--- src/rtl/mealy_1101.sv ---
// Mealy detector for the serial pattern 1-1-0-1 (oldest bit first, overlap allowed).
// z is purely combinational from the current state and x, and is gated low while reset is asserted.
module mealy_1101 (
   input  logic clk,
   input  logic reset,
   input  logic x,
   output logic z
);

   typedef enum logic [1:0] {
      S0   = 2'b00,
      S1   = 2'b01,
      S11  = 2'b10,
      S110 = 2'b11
   } state_t;

   state_t r_state;
   state_t w_state_next;

   always_ff @(posedge clk or negedge reset) begin
      if (!reset) begin
         r_state <= S0;
      end else begin
         r_state <= w_state_next;
      end
   end

   always_comb begin
      w_state_next = S0;
      z            = 1'b0;
      case (r_state)
         S0:   w_state_next = x ? S1  : S0;
         S1:   w_state_next = x ? S11 : S0;
         // Extra 1s keep the "11" prefix alive.
         S11:  w_state_next = x ? S11 : S110;
         S110: begin
            // The completing 1 also seeds the next match.
            w_state_next = x ? S1 : S0;
            z            = x & reset;
         end
         default: begin
            w_state_next = S0;
            z            = 1'b0;
         end
      endcase
   end

endmodule

--- config.mk ---
export PLATFORM = sky130hd
export DESIGN_NAME = mealy_1101
export DESIGN_NICKNAME = d
export VERILOG_FILES = /design/src/rtl/mealy_1101.sv
export SDC_FILE = /design/constraint.sdc
export NUM_CORES = 1
export LEC_CHECK = 0
export ABC_CLOCK_PERIOD_IN_PS = 1700
export BUFFER_PORTS_ARGS = -buffer_cell sky130_fd_sc_hd__buf_2
export CORE_AREA = 2 2 39 41
export CTS_BUF_LIST = sky130_fd_sc_hd__clkbuf_2 sky130_fd_sc_hd__clkbuf_4 sky130_fd_sc_hd__clkbuf_8
export CTS_CLUSTER_SIZE = 10
export DETAILED_ROUTE_END_ITERATION = 10
export DIE_AREA = 0 0 41 43
export PLACE_DENSITY = 0.3
export SLEW_MARGIN = 20
export SYNTH_ARGS = -nofsm -noshare
export SYNTH_HDL_FRONTEND = slang
export SYNTH_SLANG_ARGS = --single-unit
--- constraint.sdc ---
create_clock -name clk -period 1.7 [get_ports clk]
set_clock_uncertainty 0.15 [all_clocks]
set_input_delay 0.085 -clock clk [delete_from_list [all_inputs] [get_ports clk]]
set_output_delay 0.085 -clock clk [all_outputs]
set_load 0.01 [all_outputs]
# Word level (Yosys, flattened, before mapping)
# Cells that the tools add are included.
[word_totals]
regBits = 2
wordCells = 12
out_inout_bits = 1
[op_classes]
reduce_logical = 2
n_eq_ne = 3
bitwise_logic = 1
n_mux = 5
[op_table]
columns = ["operator", "n"]
rows = [
  ["$pmux W2 S3", 1],
  ["$eq A2 B2 Y1 const B", 2],
  ["$mux W1", 3],
  ["$eq A2 B1 Y1 const B", 1],
  ["$logic_not A2 Y1", 1],
  ["$mux W2", 1],
  ["$reduce_or A2 Y1", 1],
  ["$and A1 B1 Y1", 1],
]

# Longest topological paths before layout
# Gate-level depths: netlist of the first run.
[logic_depth]
ltp_word = 3
depth_mapped = 3

# Least setup slack after synthesis of the first run
# No wires, ideal clock.
[synth_timing]
path_type = "reg2reg"
start = "reg r_state[0]"
end = "reg r_state[0]"
stages_incl_launch_ff = 4
setup_time_ps = 125
arrival_time_ps = 905
period_less_slack_ps = 1181
slack_ps = 519
path_cell_list = "dfrtp_1 > inv_1 > ha_1 > mux2_4"
[synth_between]
elab_chain_cells = 3
word_cells_on_any_way = 6
cone_classes = "3 x eq/ne; 1 x mux; 2 x reduce/logical"
[synth_rtl]
columns = ["item", "line", "source"]
rows = [
  ["from (decl)", "17", "state_t r_state;"],
  ["from (signal assigned)", "24", "r_state <= w_state_next;"],
  ["$eq A2 B2 Y1 or $logic_not A2 Y1 (tied branches)", "31", "case (r_state)"],
  ["$reduce_or A2 Y1 (no source line)", "-", ""],
  ["$pmux W2 S3 *", "31", ""],
  ["named net w_state_next[0]", "18", "state_t w_state_next;"],
]
# The timed path passes the listed nets; every way through them passes the cells marked *.

# Worst setup path after layout of the first run
[layout_timing]
start = "reg r_state[0]"
end = "out z"
[layout_between]
elab_chain_cells = 2
[layout_rtl]
columns = ["item", "line", "source"]
rows = [
  ["$eq A2 B2 Y1", "31", ""],
  ["$mux W1", "31", ""],
  ["to (decl)", "7", "output logic z"],
]
# No other way between the ends.

==> results of run 1 <==
## layout make-up
type                       count  area share [%]
tap                           16           9.756
multi-input combinational      6           34.15
sequential                     2           24.39
clock buffer                   3           10.98
inverter                       2           3.659
timing repair buffer           5           17.07
## layout by cell type (no fill, tap or decap)
cell	n
clkbuf_4	3
mux2_4	1
ha_1	3
dfrtp_1	2
dlygate4sd3_1	2
mux2_2	1
buf_2	3
inv_1	2
and3_1	1
## cell families after synthesis
family / after synthesis / synth area share, %
buffers and inverters: 2 / 5.885
multiplexers: 2 / 20.58
flip-flops: 2 / 39.22
adder cells (fa/ha/maj): 3 / 29.41
AND/OR/NAND/NOR: 1 / 4.905
## through the flow
stage	total power, mW	instance area [µm²]	instances
2_1_floorplan	0.1520	127.6	10
3_3_place_gp	0.1699	162.7	29
3_5_place_dp	0.1703	162.7	29
4_1_cts	0.2839	205.2	34
5_1_grt	0.2998	205.2	34
6_report	0.2746	205.2	34
## layer usage
| metal | vias to the layer above | global-route usage, % | routed length, µm |
|---|---|---|---|
| met5 | - | 0 | 0 |
| met1 | 37 | 2.894 | 109 |
| met2 | 4 | 3.125 | 81 |
| met3 | 0 | 6.283 | 29 |
| met4 | 0 | 2.000 | 0 |
| li1 | 50 | - | - |
## report_power, final
part | switching (mW) | leakage (nW) | internal [mW] | total (mW)
Sequential | 0.0174 | 0.0252 | 0.0696 | 0.0870
Combinational | 0.0297 | 0.0715 | 0.0555 | 0.0852
Clock | 0.0247 | 0.0138 | 0.0777 | 0.102
## worst max-delay path: cells and delay by family (launching register included)
family                   cells  cell delay (ns)
adder cells (fa/ha/maj)      1             0.19
flip-flops                   1             0.39
buffers and inverters        1             0.13
AND/OR/NAND/NOR              1             0.16
## cells in the mapped netlist, drive strengths merged
| cell type | instances |
|---|---|
| dfrtp | 2 |
| and3 | 1 |
| mux2 | 2 |
| ha | 3 |
| inv | 2 |
## repair_timing
item,in CTS,in global routing
endpoints found under the hold margin,4,0
hold buffers,2,0
endpoints found under the setup margin,0,0
resized for setup,0,0
## final timing paths
kind,startpoint,cells past startpoint,endpoint
min in group clk,r_state[1]$_DFF_PN0_,2,r_state[0]$_DFF_PN0_
max reg2reg,r_state[0]$_DFF_PN0_,3,r_state[0]$_DFF_PN0_
min,reset,2,r_state[0]$_DFF_PN0_
max in group asynchronous,reset,2,r_state[1]$_DFF_PN0_
max,r_state[0]$_DFF_PN0_,3,z
min reg2reg,r_state[1]$_DFF_PN0_,2,r_state[0]$_DFF_PN0_
==> impl_metrics.ini, run 1 <==
[timing]
hold_viol = 0
final.setup.worst_slack_ns = 0.3699
max_slew_margin_pct = 92.84
finalMaxSlewViolations = 0
fmax_ghz = 0.7518
timing.final.crit_share_pct = 78.24
period_needed_ns = 1.330
final.setup.tns_ns = 0
worst_pin_slew_ns = 0.1074
finalSetupViolations = 0
whs_ns = 0.03382
rsz0062_at_grt = false

[clocking]
clock-sinks = 2
cts_buffer_depth = 2
htreeDepth = 1
cts_tree = yes
root_buffer = clkbuf_4
clkTransAtPathRegs_ns = 0.03
tritoncts.num_buffers = 3
postCtsSetupRepairBufs = 0
insertion_delay_ns = 0.22

[route]
antenna_left = 0
drc = 0
routed_wl_um = 221
firstDrtPassIters = 2
drtIter0Drc = 3
num_vias = 91
avgRoutedWirePerCell_um = 6.500
vias_per_cell = 2.676

[power]
p_per_area_nw_per_um2 = 1338
peakVddDrop_mv = 0.3048
cellLeakagePower_nw = 0.1105

[finish]
multiInputGateArea_um2 = 70.07
postLayoutCoreUtil_pct = 14.83
fin_nets = 26
largest_reg_flops = 2
drive_gt1_share_pct = 44.44
top_register = r_state
top_regs = r_state: 2 flops
antennaDiodeCount = 0
syn2layout_area_growth_pct = 60.78
n_fill_cell = 157
regArea_um2 = 50.05

[placement]
routabilityCongestion = 0.4758
dp_hpwl_um = 162.7
dp_slack_ns = 0.4770
place.port_buffers = 3

[synthesis]
ys_seq_area_share_pct = 39.22
synth_area_um2 = 127.6
synth-seq-cells = 2
yosysWarnings = 0
avgSynthCellArea_um2 = 12.76
netlist.area_leader.share_pct = 39.22
synth.distinct_cells = 6
yosysTopAreaCell = dfrtp_1
synth_nets = 16
ys_top_cells_by_area = dfrtp_1, ha_1, mux2_4
syn_inst = 10

[floorplanning]
num_rows = 14
initial_core_util_pct = 9.222
dieArea_um2 = 1763
die_w_um = 41
fp.coreArea_um2 = 1384
boundaryPins = 4
die_height_um = 43

[global_route]
grt_pass1_vias = 90
grt_max_degree = 4
grt_usage_pct = 3.414
grt_pass1_wl_um = 324
gr-total-overflow = 0
antenna_found_initial = 0

[worst_setup_path]
critPathArrivalTime_ns = 1.10
setup.worst_path.start_class = register
worstPathRequired_ns = 1.46
worstSetupPathType = reg -> out
max_stage_delay_ns = 0.39
worst_path_max_delay_cell = dfrtp_1
r2r_slack_ns = 0.49
critPathMaxFanout = 3
endpoint_kind = output pin
path_cells = ha_1, and3_1, buf_2

[run]
drv_cap = 0

[outcome]
status = finished clean

[hold_path]
hp-class = in -> async
(Power assumes the default switching activity.)
==> run 2, diff against run 1 <==
ABC_CLOCK_PERIOD_IN_PS = 1200   (was 1700)
clock period = 1.2 ns   (was 1.7 ns; I/O delays follow)
==> impl_metrics.ini, run 2 (synthesized netlist as in run 1, its figures left out) <==
[worst_setup_path]
r2r_slack_ns = -0.02
endpoint_kind = output pin
critPathArrivalTime_ns = 1.03
worstSetupPathType = reg -> out
timing.rr.start = r_state[0]$_DFF_PN0_
rr_endpoint = r_state[1]$_DFF_PN0_
setup.worst_path.start_class = register
r2r_cells = 3
crit_path_end = z
critPathLaunch = r_state[0]$_DFF_PN0_
worstPathRequired_ns = 0.99
critPathMaxFanout = 3

[floorplanning]
num_rows = 14
die_height_um = 43
fp.coreArea_um2 = 1384
boundaryPins = 4
dieArea_um2 = 1763
die_w_um = 41
initial_core_util_pct = 9.222

[power]
p_per_area_nw_per_um2 = 1855
cellLeakagePower_nw = 0.1107
peakVddDrop_mv = 0.4153
power_uw = 424.7

[finish]
multiInputGateArea_um2 = 80.08
largest_reg_flops = 2
layout.cells.non_filler = 35
drive_gt1_share_pct = 63.16
antennaDiodeCount = 0
n_fill_cell = 147
fin_nets = 27
postLayoutCoreUtil_pct = 16.55
fin_area_um2 = 229.0
top_register = r_state
final_common_cell = clkbuf_4
syn2layout_area_growth_pct = 79.41
regArea_um2 = 50.05
top_regs = r_state: 2 flops

[route]
dr_wl_met3_um = 24
firstDrtPassIters = 2
antenna_left = 0
wl_met2_um = 100
drc = 0
num_vias = 93
met1_length_um = 115
drtIter0Drc = 1
vias_per_cell = 2.657
avgRoutedWirePerCell_um = 6.857
routed_wl_um = 240
topRoutingLayerUsed = met3

[clocking]
clock-sinks = 2
cts_tree = yes
tritoncts.num_buffers = 3
insertion_delay_ns = 0.22
cts_buffer_depth = 2
htreeDepth = 1
root_buffer = clkbuf_4
clkTransAtPathRegs_ns = 0.03

[placement]
place.port_buffers = 3
placed_cells = 29
post_dp_cell_area_um2 = 162.7
routabilityCongestion = 0.4910
dp_slack_ns = -0.01771

[timing]
timing.final.crit_share_pct = 103.6
worst_pin_slew_ns = 0.1218
period_needed_ns = 1.243
finalSetupViolations = 3
final.setup.worst_slack_ns = -0.04276
finalMaxSlewViolations = 0
hold_viol = 0
rsz0062_at_grt = true
max_slew_margin_pct = 91.85
fmax_ghz = 0.8047
whs_ns = 0.02086
final.setup.tns_ns = -0.06234

[hold_path]
hp-class = in -> async

[global_route]
gr-total-overflow = 0
grt_pass1_wl_um = 317
grt_usage_pct = 3.916
grt_max_degree = 4
antenna_found_initial = 0
grt_pass1_vias = 81

[outcome]
violations = setup timing
status = finished, violations left

[run]
drv_cap = 0
==> run 2: cell types whose count changed in the layout (fill, tap and decap cells not counted), sizes merged <==
cell	delta
buf	+1
==> run 2: where the power goes <==
group,leakage (nW),switching [mW],total [mW],internal (mW)
clock,0.0138,0.0370,0.147,0.110
combinational,0.0717,0.0514,0.155,0.104
sequential,0.0252,0.0238,0.122,0.0986
total,0.111,0.112,0.425,0.312
==> run 2: per-layer routing <==
layer	global-route usage, %	up-vias
met5	0	-
met4	6.000	0
met3	6.283	0
met2	2.813	4
met1	2.894	38
li1	-	51
==> run 2: area by class of cell <==
class                   instances  share of cell area, %
multi-input cells               6                  34.97
clock buffers                   3                  9.836
repair buffers                  6                  21.31
well taps                      16                  8.743
inverters                       2                  3.279
flip-flops and latches          2                  21.86
==> run 2: worst min path at each step <==
stage | slack (ns) | depth (start not counted) | to
floorplan | -0.39 | 0 | r_state[0]$_DFF_PN0_
global placement | -0.30 | 1 | r_state[0]$_DFF_PN0_
detailed placement | -0.30 | 1 | r_state[0]$_DFF_PN0_
CTS | 0.009 | 2 | r_state[0]$_DFF_PN0_
global route | 0.02 | 2 | r_state[0]$_DFF_PN0_
finish | 0.02 | 2 | r_state[0]$_DFF_PN0_
==> run 2: what timing repair did <==
item                                    4_1_cts  5_1_grt
cloned                                        0        0
hold buffers                                  2        0
pin swaps                                     3        1
gates resized for setup                       2        2
hold endpoints to repair                      4        0
buffers inserted                              1        0
endpoints found under the setup margin        2        3
==> run 2: worst max-delay path, cell delays in order, from the launching register on <==
cell	delay, ns
dfrtp_1	0.38
ha_2	0.18
and3_4	0.14
buf_6	0.11
==> run 3, diff against run 2 <==
CELL_PAD_IN_SITES_DETAIL_PLACEMENT = 0   (was not set)
CELL_PAD_IN_SITES_GLOBAL_PLACEMENT = 1   (was not set)
==> impl_metrics.ini, run 3 (synthesized netlist as in run 1, its figures left out) <==
[power]
p_per_area_nw_per_um2 = 1917
p_sw_uw = 135.5
p_int_uw = 329.9
seqPwrFrac_pct = 27.3
swShare_pct = 29.11
power_frac_comb_pct = 40.0
cellLeakagePower_nw = 0.1136
clock_power_share_pct = 32.7
peakVddDrop_mv = 0.5442

[timing]
period_needed_ns = 1.274
finalMaxSlewViolations = 0
hold_viol = 0
final.setup.worst_slack_ns = -0.07441
rsz0062_at_grt = true
max_slew_margin_pct = 91.51
finalSetupViolations = 2
timing.final.crit_share_pct = 106.2
worst_pin_slew_ns = 0.1274
fmax_ghz = 0.7847

[floorplanning]
num_rows = 14
fp.coreArea_um2 = 1384
initial_core_util_pct = 9.222
dieArea_um2 = 1763
die_height_um = 43
boundaryPins = 4
die_w_um = 41

[route]
drc = 0
num_vias = 104
vias_per_cell = 2.971
routed_wl_um = 262
antenna_left = 0
avgRoutedWirePerCell_um = 7.486
drtIter0Drc = 0
firstDrtPassIters = 1

[finish]
largest_reg_flops = 2
final_common_cell = clkbuf_4
top_register = r_state
antennaDiodeCount = 0
top_regs = r_state: 2 flops
drive_gt1_share_pct = 63.16
syn2layout_area_growth_pct = 90.20
postLayoutCoreUtil_pct = 17.54
fin_nets = 27

[outcome]
status = finished, violations left
violations = setup timing

[worst_setup_path]
worstPathRequired_ns = 0.99
critPathMaxFanout = 3
endpoint_kind = output pin
setup.worst_path.start_class = register
r2r_cells = 3
critPathArrivalTime_ns = 1.06
worstSetupPathType = reg -> out

[clocking]
clkTransAtPathRegs_ns = 0.03
root_buffer = clkbuf_4
insertion_delay_ns = 0.23
clock-sinks = 2
htreeDepth = 1
cts_tree = yes
tritoncts.num_buffers = 3
cts_buffer_depth = 2

[global_route]
grt_usage_pct = 4.523
gr-total-overflow = 0
grt_pass1_vias = 106
grt_pass1_wl_um = 420
grt_max_degree = 4
antenna_found_initial = 0

[placement]
dp_hpwl_um = 148.8
routabilityCongestion = 0.5823
dp_slack_ns = -0.01422
place.port_buffers = 3

[hold_path]
hp-class = in -> async

[run]
drv_cap = 0
## run 3: cell counts in the layout (fill, tap and decap cells not counted)
Identical to the previous run, type by type.
## run 3: path summary, 6_finish.rpt
kind | startpoint | end | slack, ns
setup / recovery | r_state[0]$_DFF_PN0_ | z | -0.07
hold / removal | reset | r_state[0]$_DFF_PN0_ | 0.03
setup reg to reg | r_state[0]$_DFF_PN0_ | r_state[0]$_DFF_PN0_ | -0.02
hold reg to reg | r_state[1]$_DFF_PN0_ | r_state[0]$_DFF_PN0_ | 0.52
max in group asynchronous | reset | r_state[1]$_DFF_PN0_ | 0.75
min in group clk | reset | z | 0.34
## run 3: repair_timing
action | CTS | global route
buffers inserted | 1 | 0
hold endpoints to repair | 4 | 0
hold buffers | 2 | 0
gates resized for setup | 6 | 0
pin swaps | 3 | 1
endpoints found under the setup margin | 2 | 3
## run 3: per-stage QoR
step | hold slack (ns) | TNS, ns | area (µm²) | std cells | total power [mW]
after detailed placement | -0.2955 | -0.01422 | 162.7 | 29 | 0.2422
after floorplan | -0.3856 | 0 | 127.6 | 10 | 0.2154
final | 0.03045 | -0.09696 | 242.7 | 35 | 0.4654
after global placement | -0.2926 | -0.02701 | 162.7 | 29 | 0.2468
after CTS | 0.01003 | -0.1039 | 242.7 | 35 | 0.4771
after global routing | 0.02408 | -0.2115 | 242.7 | 35 | 0.5052
## run 3: power groups by stage
stage | sequential [mW] | combinational [mW] | clock, mW
after floorplan | 0.118 | 0.0971 | 0
after global placement | 0.127 | 0.120 | 0
after detailed placement | 0.125 | 0.117 | 0
after CTS | 0.127 | 0.188 | 0.162
after global routing | 0.133 | 0.202 | 0.170
final | 0.127 | 0.186 | 0.152
## run 3: layout make-up
| class | instances | area, µm² |
|---|---|---|
| clock buffer | 3 | 22.52 |
| inverter | 2 | 7.507 |
| tap | 16 | 20.02 |
| timing repair buffer | 6 | 52.55 |
| fill | 151 | 1141 |
| multi-input combinational | 6 | 90.09 |
| sequential | 2 | 50.05 |
## run 3: critical path, cell delays in order, from the launching register on
cell and delay [ns]:
dfrtp_1 0.40, ha_2 0.19, and3_4 0.14, buf_6 0.11
## run 3: routing by layer
metal / wire [µm] / track usage (%)
met1: 116 / 4.839
met2: 109 / 3.750
met4: 14 / 8.000
met5: 0 / 0
met3: 20 / 3.141
